File: src/rtl/frame_source_sched_pkg.sv
// frame_source_sched_pkg
//   Shared codes for the frame source scheduler.
//   - GEN_MODE / UART_MODE / FRAME_MODE: display mode codes, reused as
//     active-source codes (FRAME_MODE means "hold, nothing feeding").
//   - S_GEN / S_UART / S_HOLD: scheduler state encodings.
package frame_source_sched_pkg;

  localparam logic [1:0] GEN_MODE   = 2'b01;
  localparam logic [1:0] UART_MODE  = 2'b10;
  localparam logic [1:0] FRAME_MODE = 2'b11;

  localparam logic [1:0] S_GEN  = 2'd0;
  localparam logic [1:0] S_UART = 2'd1;
  localparam logic [1:0] S_HOLD = 2'd2;

  // Source code presented on active_src for a given scheduler state.
  function automatic logic [1:0] state_to_src(input logic [1:0] st);
    case (st)
      S_GEN:   state_to_src = GEN_MODE;
      S_UART:  state_to_src = UART_MODE;
      default: state_to_src = FRAME_MODE;
    endcase
  endfunction

endpackage

File: src/rtl/frame_source_sched_commit_buf.sv
// frame_source_sched_commit_buf
//   Single-entry pending frame buffer with commit on the display frame
//   boundary, so the scan datapath never sees a half-updated frame.
//   Ports:
//     clk, rst       clock, asynchronous active-high reset
//     accept         load frame_in into pending this cycle
//     frame_in       frame being accepted
//     scan_sof       frame boundary pulse from Display
//     frame_out_flat committed frame
//     frame_cnt      committed frame count (wraps)
//     drop_cnt       frames overwritten before commit (saturating)
module frame_source_sched_commit_buf
  import frame_source_sched_pkg::*;
#(
  parameter int FRAME_W = 512,
  parameter int DROP_W  = 16
) (
  input  logic               clk,
  input  logic               rst,
  input  logic               accept,
  input  logic [FRAME_W-1:0] frame_in,
  input  logic               scan_sof,
  output logic [FRAME_W-1:0] frame_out_flat,
  output logic [31:0]        frame_cnt,
  output logic [DROP_W-1:0]  drop_cnt
);

  logic [FRAME_W-1:0] pending_q, pending_d;
  logic               pending_full_q, pending_full_d;
  logic [FRAME_W-1:0] frame_out_q, frame_out_d;
  logic [31:0]        frame_cnt_q, frame_cnt_d;
  logic [DROP_W-1:0]  drop_cnt_q, drop_cnt_d;
  logic               commit;

  always_comb begin
    commit         = scan_sof && pending_full_q;
    pending_d      = pending_q;
    pending_full_d = pending_full_q;
    frame_out_d    = frame_out_q;
    frame_cnt_d    = frame_cnt_q;
    drop_cnt_d     = drop_cnt_q;

    // The old pending content is committed before the new frame lands,
    // so a simultaneous accept and scan_sof loses nothing.
    if (commit) begin
      frame_out_d    = pending_q;
      frame_cnt_d    = frame_cnt_q + 32'd1;
      pending_full_d = 1'b0;
    end

    if (accept) begin
      pending_d      = frame_in;
      pending_full_d = 1'b1;
      if (pending_full_q && !scan_sof && (drop_cnt_q != {DROP_W{1'b1}}))
        drop_cnt_d = drop_cnt_q + DROP_W'(1);
    end
  end

  always_ff @(posedge clk or posedge rst) begin
    if (rst) begin
      pending_full_q <= 1'b0;
      frame_out_q    <= '0;
      frame_cnt_q    <= '0;
      drop_cnt_q     <= '0;
    end else begin
      pending_full_q <= pending_full_d;
      frame_out_q    <= frame_out_d;
      frame_cnt_q    <= frame_cnt_d;
      drop_cnt_q     <= drop_cnt_d;
    end
  end

  // Pending data is only meaningful while pending_full_q is set, so it
  // carries no reset.
  always_ff @(posedge clk) begin
    pending_q <= pending_d;
  end

  assign frame_out_flat = frame_out_q;
  assign frame_cnt      = frame_cnt_q;
  assign drop_cnt       = drop_cnt_q;

endmodule

File: src/rtl/frame_source_sched.sv
// frame_source_sched
//   Chooses which animation source (UART receiver or frame generator)
//   feeds the cube display, with automatic UART takeover and a timeout
//   fallback to the generator. Accepted frames go through a pending
//   buffer committed only at the display frame boundary.
//   Ports:
//     clk, rst         clock, asynchronous active-high reset
//     auto_en          1: automatic scheduling, 0: state follows mode_force
//     mode_force       forced mode code (manual only)
//     uart_frame_flat  / uart_valid   UART receiver frame + strobe
//     gen_frame_flat   / gen_valid    generator frame + strobe
//     scan_sof         frame boundary pulse from Display
//     uart_en, gen_en  registered source enables
//     frame_out_flat   committed frame
//     frame_cnt        committed frame count
//     drop_cnt         overwritten-before-commit count (saturating)
//     active_src       source code of the current state
module frame_source_sched
  import frame_source_sched_pkg::*;
#(
  parameter int FRAME_W        = 512,
  parameter int TIMEOUT_CYCLES = 100000000,
  parameter int DROP_W         = 16
) (
  input  logic               clk,
  input  logic               rst,
  input  logic               auto_en,
  input  logic [1:0]         mode_force,
  input  logic [FRAME_W-1:0] uart_frame_flat,
  input  logic               uart_valid,
  input  logic [FRAME_W-1:0] gen_frame_flat,
  input  logic               gen_valid,
  input  logic               scan_sof,
  output logic               uart_en,
  output logic               gen_en,
  output logic [FRAME_W-1:0] frame_out_flat,
  output logic [31:0]        frame_cnt,
  output logic [DROP_W-1:0]  drop_cnt,
  output logic [1:0]         active_src
);

  localparam int CNT_W = (TIMEOUT_CYCLES > 2) ? $clog2(TIMEOUT_CYCLES) : 1;
  localparam logic [CNT_W-1:0] TO_LAST = CNT_W'(TIMEOUT_CYCLES - 1);

  logic [1:0]       state_q, state_d;
  logic [CNT_W-1:0] to_cnt_q, to_cnt_d;
  logic             gen_en_q, gen_en_d;
  logic             uart_en_q, uart_en_d;
  logic [1:0]       active_src_q, active_src_d;

  logic               acc_uart, acc_gen, accept;
  logic [FRAME_W-1:0] acc_frame;

  // A UART frame arriving in S_GEN under auto scheduling is the takeover
  // trigger and is itself accepted, so it wins over a same-cycle gen frame.
  always_comb begin
    acc_uart  = uart_valid && ((state_q == S_UART) ||
                               ((state_q == S_GEN) && auto_en));
    acc_gen   = gen_valid && (state_q == S_GEN) && !acc_uart;
    accept    = acc_uart || acc_gen;
    acc_frame = acc_uart ? uart_frame_flat : gen_frame_flat;
  end

  always_comb begin
    state_d = state_q;
    if (auto_en) begin
      case (state_q)
        S_GEN:   if (uart_valid) state_d = S_UART;
        S_UART:  if (!uart_valid && (to_cnt_q == TO_LAST)) state_d = S_GEN;
        default: state_d = S_GEN;
      endcase
    end else begin
      case (mode_force)
        GEN_MODE:  state_d = S_GEN;
        UART_MODE: state_d = S_UART;
        default:   state_d = S_HOLD;
      endcase
    end

    // Counter only runs while staying in S_UART without a fresh frame;
    // entry, any uart_valid, leaving and manual mode all clear it.
    to_cnt_d = '0;
    if (auto_en && (state_q == S_UART) && (state_d == S_UART) && !uart_valid)
      to_cnt_d = to_cnt_q + CNT_W'(1);

    // Enables are registered from the next state so they line up with it.
    gen_en_d     = (state_d == S_GEN);
    uart_en_d    = (state_d == S_UART) || ((state_d == S_GEN) && auto_en);
    active_src_d = state_to_src(state_d);
  end

  always_ff @(posedge clk or posedge rst) begin
    if (rst) begin
      state_q      <= S_GEN;
      to_cnt_q     <= '0;
      gen_en_q     <= 1'b1;
      uart_en_q    <= 1'b1;
      active_src_q <= GEN_MODE;
    end else begin
      state_q      <= state_d;
      to_cnt_q     <= to_cnt_d;
      gen_en_q     <= gen_en_d;
      uart_en_q    <= uart_en_d;
      active_src_q <= active_src_d;
    end
  end

  assign gen_en     = gen_en_q;
  assign uart_en    = uart_en_q;
  assign active_src = active_src_q;

  frame_source_sched_commit_buf #(
    .FRAME_W (FRAME_W),
    .DROP_W  (DROP_W)
  ) u_commit_buf (
    .clk            (clk),
    .rst            (rst),
    .accept         (accept),
    .frame_in       (acc_frame),
    .scan_sof       (scan_sof),
    .frame_out_flat (frame_out_flat),
    .frame_cnt      (frame_cnt),
    .drop_cnt       (drop_cnt)
  );

endmodule

File: config.mk
export PLATFORM = sky130hd
export DESIGN_NAME = frame_source_sched
export DESIGN_NICKNAME = d
export VERILOG_FILES = /design/src/rtl/frame_source_sched_pkg.sv /design/src/rtl/frame_source_sched_commit_buf.sv /design/src/rtl/frame_source_sched.sv
export SDC_FILE = /design/constraint.sdc
export NUM_CORES = 2
export LEC_CHECK = 0
export ABC_AREA = 1
export CORE_AREA = 5 5 618 620
export DETAILED_ROUTE_END_ITERATION = 10
export DIE_AREA = 0 0 623 625
export GPL_TIMING_DRIVEN = 0
export SYNTH_ARGS = -nofsm -noshare
export SYNTH_HDL_FRONTEND = slang
export SYNTH_SLANG_ARGS = --single-unit
File: constraint.sdc
create_clock -name clk -period 27.8 [get_ports clk]
set_input_delay 5.56 -clock clk [delete_from_list [all_inputs] [get_ports clk]]
set_output_delay 5.56 -clock clk [all_outputs]
set_load 0.01 [all_outputs]
Yosys cells after proc, flatten, opt, wreduce, memory -nomap -nowiden
Index checks and enable logic that the tools add are counted.
- register bits after elaboration: 1106
- input bits: 1032
- output and inout bits: 564
- word-level logic and storage cells: 51
- $add $sub $neg: 3
- eq/ne operators: 6
- muxes and demuxes: 10
- reduce and logical (&&, ||, !) cells: 22
- operator list (operator ; number):
    $mux 512 ; 1
    $add 32x1->32 const B ; 1
    $add 27x1->27 const B ; 1
    $eq 27x27->1 const B ; 1
    $mux 27 ; 1
    $add 16x1->16 const B ; 1
    $ne 16x16->1 const B ; 1
    $logic_and 1x1->1 ; 12
    $pmux 2 s2 ; 3
    $eq 2x1->1 const B ; 3
    $mux 2 ; 3
    $logic_not 2->1 ; 2
    $logic_not 1->1 ; 3
    $logic_or 1x1->1 ; 3
    $eq 2x2->1 const B ; 1
    $mux 1 ; 2
    $reduce_and 2->1 ; 1
    $reduce_bool 2->1 ; 1

Logic depth before layout (Yosys ltp)
- depth in word-level cells: 9
- mapped depth: 11
- depth with buffers taken out: 11

Cells and area by module
Synthesis repeated with hierarchy kept, for this count alone.
- cell total of the unflattened synthesis: 3797
- area, all modules: 45215.9 µm²
- by module, submodules not included (module ; instances ; cells each ; area each (µm²) ; seq. area each (µm²)):
    frame_source_sched_commit_buf ; 1 ; 3009 ; 37074.3 ; 29413.2
    frame_source_sched ; 1 ; 788 ; 8141.6 ; 829.5

Worst setup path before layout
No wires, ideal clock.
- kind: input port to flip-flop
- start point: input uart_valid
- end point: register u_commit_buf.drop_cnt_q[6] (netlist: u_commit_buf.drop_cnt[6])
- setup time: 0.123 ns
- data arrival time: 18.413 ns
- required time: 27.677 ns
- setup slack: 9.264 ns
- stages on the path: 9
- buffers on the path: 0
- path through: inv_1 > nor2_2 > nand2_1 > nand2_1 > nand3_1 > nor2_2 > nand2_1 > o21ai_0 > nand2_1
- word-level cells in the longest chain between the ends: 5
- ends and longest elaborated chain (item ; RTL line ; source):
    from (decl) ; frame_source_sched.sv:30 ; input logic uart_valid,
    $logic_and 1x1->1 * ; frame_source_sched.sv:57 ; acc_uart = uart_valid && ((state_q == S_UART) ||
    $logic_not 1->1 ; frame_source_sched.sv:59 ; acc_gen = gen_valid && (state_q == S_GEN) && !acc_uart;
    $logic_and 1x1->1 ; frame_source_sched.sv:59 ;
    $logic_or 1x1->1 * ; frame_source_sched.sv:60 ; accept = acc_uart || acc_gen;
    net accept ; frame_source_sched.sv:51 ; logic acc_uart, acc_gen, accept;
    $reduce_and 2->1 (no source line) * ; n/a ;
    to (signal assigned) ; frame_source_sched_commit_buf.sv:69 ; drop_cnt_q <= drop_cnt_d;
    to (decl) ; frame_source_sched_commit_buf.sv:32 ; logic [DROP_W-1:0] drop_cnt_q, drop_cnt_d;
Mark *: on every way through the listed nets, which the timed path passes. The rest lies on a longest branch.
A chain may end at the register's enable or synchronous reset.

Worst setup path after layout
- start point: input uart_valid
- end point: register u_commit_buf.pending_q[436], data pin
- word-level cells in the longest chain between the ends: 2
- ends and longest elaborated chain (item ; RTL line ; source):
    $logic_and 1x1->1 ; frame_source_sched.sv:57 ;
    $mux 512 ; frame_source_sched.sv:61 ; acc_frame = acc_uart ? uart_frame_flat : gen_frame_flat;
    net acc_frame[436] ; frame_source_sched.sv:52 ; logic [FRAME_W-1:0] acc_frame;
    to (signal assigned) ; frame_source_sched_commit_buf.sv:76 ; pending_q <= pending_d;
    to (decl) ; frame_source_sched_commit_buf.sv:28 ; logic [FRAME_W-1:0] pending_q, pending_d;
The timed path passes the listed nets, and every way through them passes these cells.

==> flow_metrics.env <==
export IMPL_synth_edff_count=512
export IMPL_cts_hold_buf=0
export IMPL_fin_setup_tns_ps=0
export IMPL_fmax_mhz=124.3
export IMPL_drv_cap=0
export IMPL_die_area_um2=389400
export IMPL_wl_met3_mm=34.31
export IMPL_ant_nets=0
export IMPL_setup_ws_ps=19750
export IMPL_drc=0
export IMPL_syn2layout_area_growth_pct=61.37
export IMPL_cts_root_buf="clkbuf_16"
export IMPL_ys_async_sr_fraction_pct=53.71
export IMPL_grt_pass1_wl_mm=423.6
export IMPL_crit_slowest_cell="buf_2"
export IMPL_finalSetupViolCount=0
export IMPL_rr_endpoint="u_commit_buf.pending_q[436]"
export IMPL_ys_flop_type="dfrtp_1"
export IMPL_gr_total_overflow=0
export IMPL_rows=225
export IMPL_crit_family="buffers and inverters"
export IMPL_drtPass1Iterations=5
export IMPL_drive_gt1_share_pct=5.888
export IMPL_setup_worst_path_end_class="flop"
export IMPL_cts_path_max_buffers=4
export IMPL_worst_pin_slew_ps=1224
export IMPL_slew_viol_final=0
export IMPL_syn_area_per_cell_um2=9.240
export IMPL_ys_seq_area_share_pct=66.92
export IMPL_grt_max_degree=114
export IMPL_num_fill_cells=41540
export IMPL_ir_worst_vdd_mv=0.05160
export IMPL_hold_path_depth=2
export IMPL_synth_warnings=0
export IMPL_synth_cell_type_count=31
export IMPL_yosys_area_top_type="edfxtp_1"
export IMPL_skew_ps=83.32
export IMPL_place_hpwl_mm=290.8
export IMPL_h_tree_depth=4
export IMPL_hold_end="u_commit_buf.frame_out_flat[422]"
export IMPL_synth_cells=4891
export IMPL_top_layer="met5"
export IMPL_wl_met2_mm=169.2
export IMPL_finalNetCount=7683
export IMPL_fp_dieH_um=625
export IMPL_critPathMaxStageDelay_ps=730
export IMPL_yosys_top_cells_count="nand2_1, dfrtp_1, edfxtp_1, buf_2, nor2_1"
export IMPL_drt_iter0_drc=3494
export IMPL_fin_crit_ps=8046
export IMPL_r2r_slack_ps=24610
export IMPL_yosys_area_top_type_share_pct=34.02
export IMPL_r2r_cells=8
export IMPL_cts_resized=0
export IMPL_synth_nets=5927
export IMPL_min_delay_start="u_commit_buf.pending_q[422]"
export IMPL_critPathArrivalTime_ps=8660
export IMPL_crit_chain="clkdlybuf4s50_1 -> inv_1 -> nor2_2 -> nand2_1 -> buf_4 -> inv_2 -> buf_2 -> buf_2 -> nand2_1 -> nand2_1"
export IMPL_ys_ff_latch=1106
export IMPL_dieWidth_um=623
export IMPL_placed_area_um2=67880
export IMPL_synth_most_common_cell="nand2_1"
export IMPL_crit_buf_inv=6
export IMPL_start_util_pct=12.05
export IMPL_first_global_vias=40220
export IMPL_routedWlPerCell_um=28.68
export IMPL_outcome="complete, no violations"
export IMPL_post_route_period_util_pct=28.94
export IMPL_dpl_worst_slack_ps=18550
export IMPL_antenna_found_initial=303
export IMPL_coreArea_um2=375000
export IMPL_r2r_start="state_q[1]"
export IMPL_place_gp_congestion=1.059
export IMPL_viasPerCell=3.546
export IMPL_vias=41970
export IMPL_post_cts_buffers=0
export IMPL_crit_top_cell="nand2_1"
export IMPL_netlist_area_um2=45190
export IMPL_io_pins=1596
export IMPL_cp_start_kind="primary input"
export IMPL_routed_wl_mm=339.4
export IMPL_slew_headroom_pct=18.42
export IMPL_cts_made_buffers=142
export IMPL_powerDensity_nw_per_um2=74.43
export IMPL_p_leak_nw=31.57
export IMPL_grt_use_total_pct=16.65
export IMPL_cts_num_sinks=1106
export IMPL_io_buffers=1595
export IMPL_design_area_um2=72930
export IMPL_path_clk_slew_ps=60
export IMPL_min_delay_path_class="reg -> reg"
export IMPL_rsz0062_at_grt="no"
export IMPL_worstSkewPairLatency_ps=850
export IMPL_hold_viol=0
export IMPL_crit_type="in -> reg"
export IMPL_total_power_mw=5.428
export IMPL_cts_tree="built"
export IMPL_critPathRequiredTime_ps=28420
export IMPL_synthTopCellsByArea="edfxtp_1, dfrtp_1, nand2_1"
export IMPL_wl_met1_mm=116.7
export IMPL_worst_path_max_fanout=10
-- how the worst max path moves through the flow --
stage / cells past startpoint / to / slack [ps] / startpoint
3_3_place_gp: 2 / u_commit_buf.frame_out_flat[444] / -5070 / rst
6_report: 10 / u_commit_buf.pending_q[436] / 19750 / uart_valid
4_1_cts: 10 / u_commit_buf.pending_q[341] / 19440 / uart_valid
5_1_grt: 10 / u_commit_buf.pending_q[436] / 19610 / uart_valid
2_1_floorplan: 1 / active_src[1] / 5620 / rst
3_5_place_dp: 10 / u_commit_buf.pending_q[341] / 18550 / uart_valid
-- layer usage --
metal / GRT usage [%] / vias to the layer above
li1: - / 18900
met1: 17.35 / 19950
met2: 29.70 / 2121
met3: 6.527 / 823
met4: 7.044 / 178
met5: 0 / -
-- cell type report --
class                   instances  area [µm²]  share of cell area, %
flip-flops and latches       1106       30240                  41.47
repair buffers               1612       16420                  22.51
multi-input cells            3487       13670                  18.74
well taps                    4994        6248                  8.568
clock buffers                 184        3945                  5.409
plain buffers                 232        1049                  1.438
clock inverters                73       900.9                  1.235
inverters                      66       255.2                 0.3500
diodes                         81       202.7                 0.2779
-- state kept, by name (all words and copies together), names as in the netlist, 2 cells and up --
register	cells
active_src	2
u_commit_buf.frame_out_flat	512
u_commit_buf.frame_cnt	32
state_q	2
u_commit_buf.pending_q	512
to_cnt_q	27
u_commit_buf.drop_cnt	16
-- kinds of logic (layout without fill, tap and decap cells) --
logic type / Yosys count / after routing / share of synthesized area [%]
adder cells (fa/ha/maj): 4 / 4 / 0.1107
AND/OR/NAND/NOR: 3414 / 3414 / 28.87
AO/OA/AOI/OAI: 12 / 12 / 0.1384
XOR/XNOR: 57 / 57 / 1.105
flip-flops: 1106 / 1106 / 66.92
buffers and inverters: 298 / 2167 / 2.860
other: 0 / 81 / 0
-- power breakdown --
part / leakage, nW / internal [mW] / switching, mW
Combinational: 16.8 / 0.576 / 0.715
Sequential: 12.4 / 2.02 / 0.159
Clock: 2.36 / 1.15 / 0.807
-- tightest hold or removal path, delay by kind of cell (launching register included) --
family / cells / cell delay (ps)
flip-flops: 1 / 320
AND/OR/NAND/NOR: 2 / 100
-- cells in the final DEF (no fill, tap or decap), types with 21 or more instances in the layout --
| cell | netlist | routed |
|---|---|---|
| nand2_1 | 3225 | 3223 |
| clkdlybuf4s50_1 | 0 | 1595 |
| dfrtp_1 | 591 | 591 |
| edfxtp_1 | 512 | 512 |
| clkbuf_16 | 0 | 145 |
| buf_2 | 118 | 118 |
| clkbuf_1 | 89 | 108 |
| nor2_1 | 95 | 95 |
| diode_2 | 0 | 81 |
| inv_1 | 62 | 61 |
| nand3_1 | 35 | 35 |
| xor2_1 | 34 | 34 |
| xnor2_1 | 23 | 23 |
| buf_1 | 21 | 21 |
| nand4_1 | 21 | 21 |
| clkinv_2 | 0 | 21 |
-- through the flow --
step	hold WS, ps	std cells	util [%]
after floorplan	418.4	4891	-
after global placement	421.2	11480	17.98
after detailed placement	424.1	11500	18.10
after CTS	378.1	11750	19.39
after global routing	413.8	11800	19.43
final	360.2	11840	19.45
No activity file was read; power rests on OpenSTA's default activity.
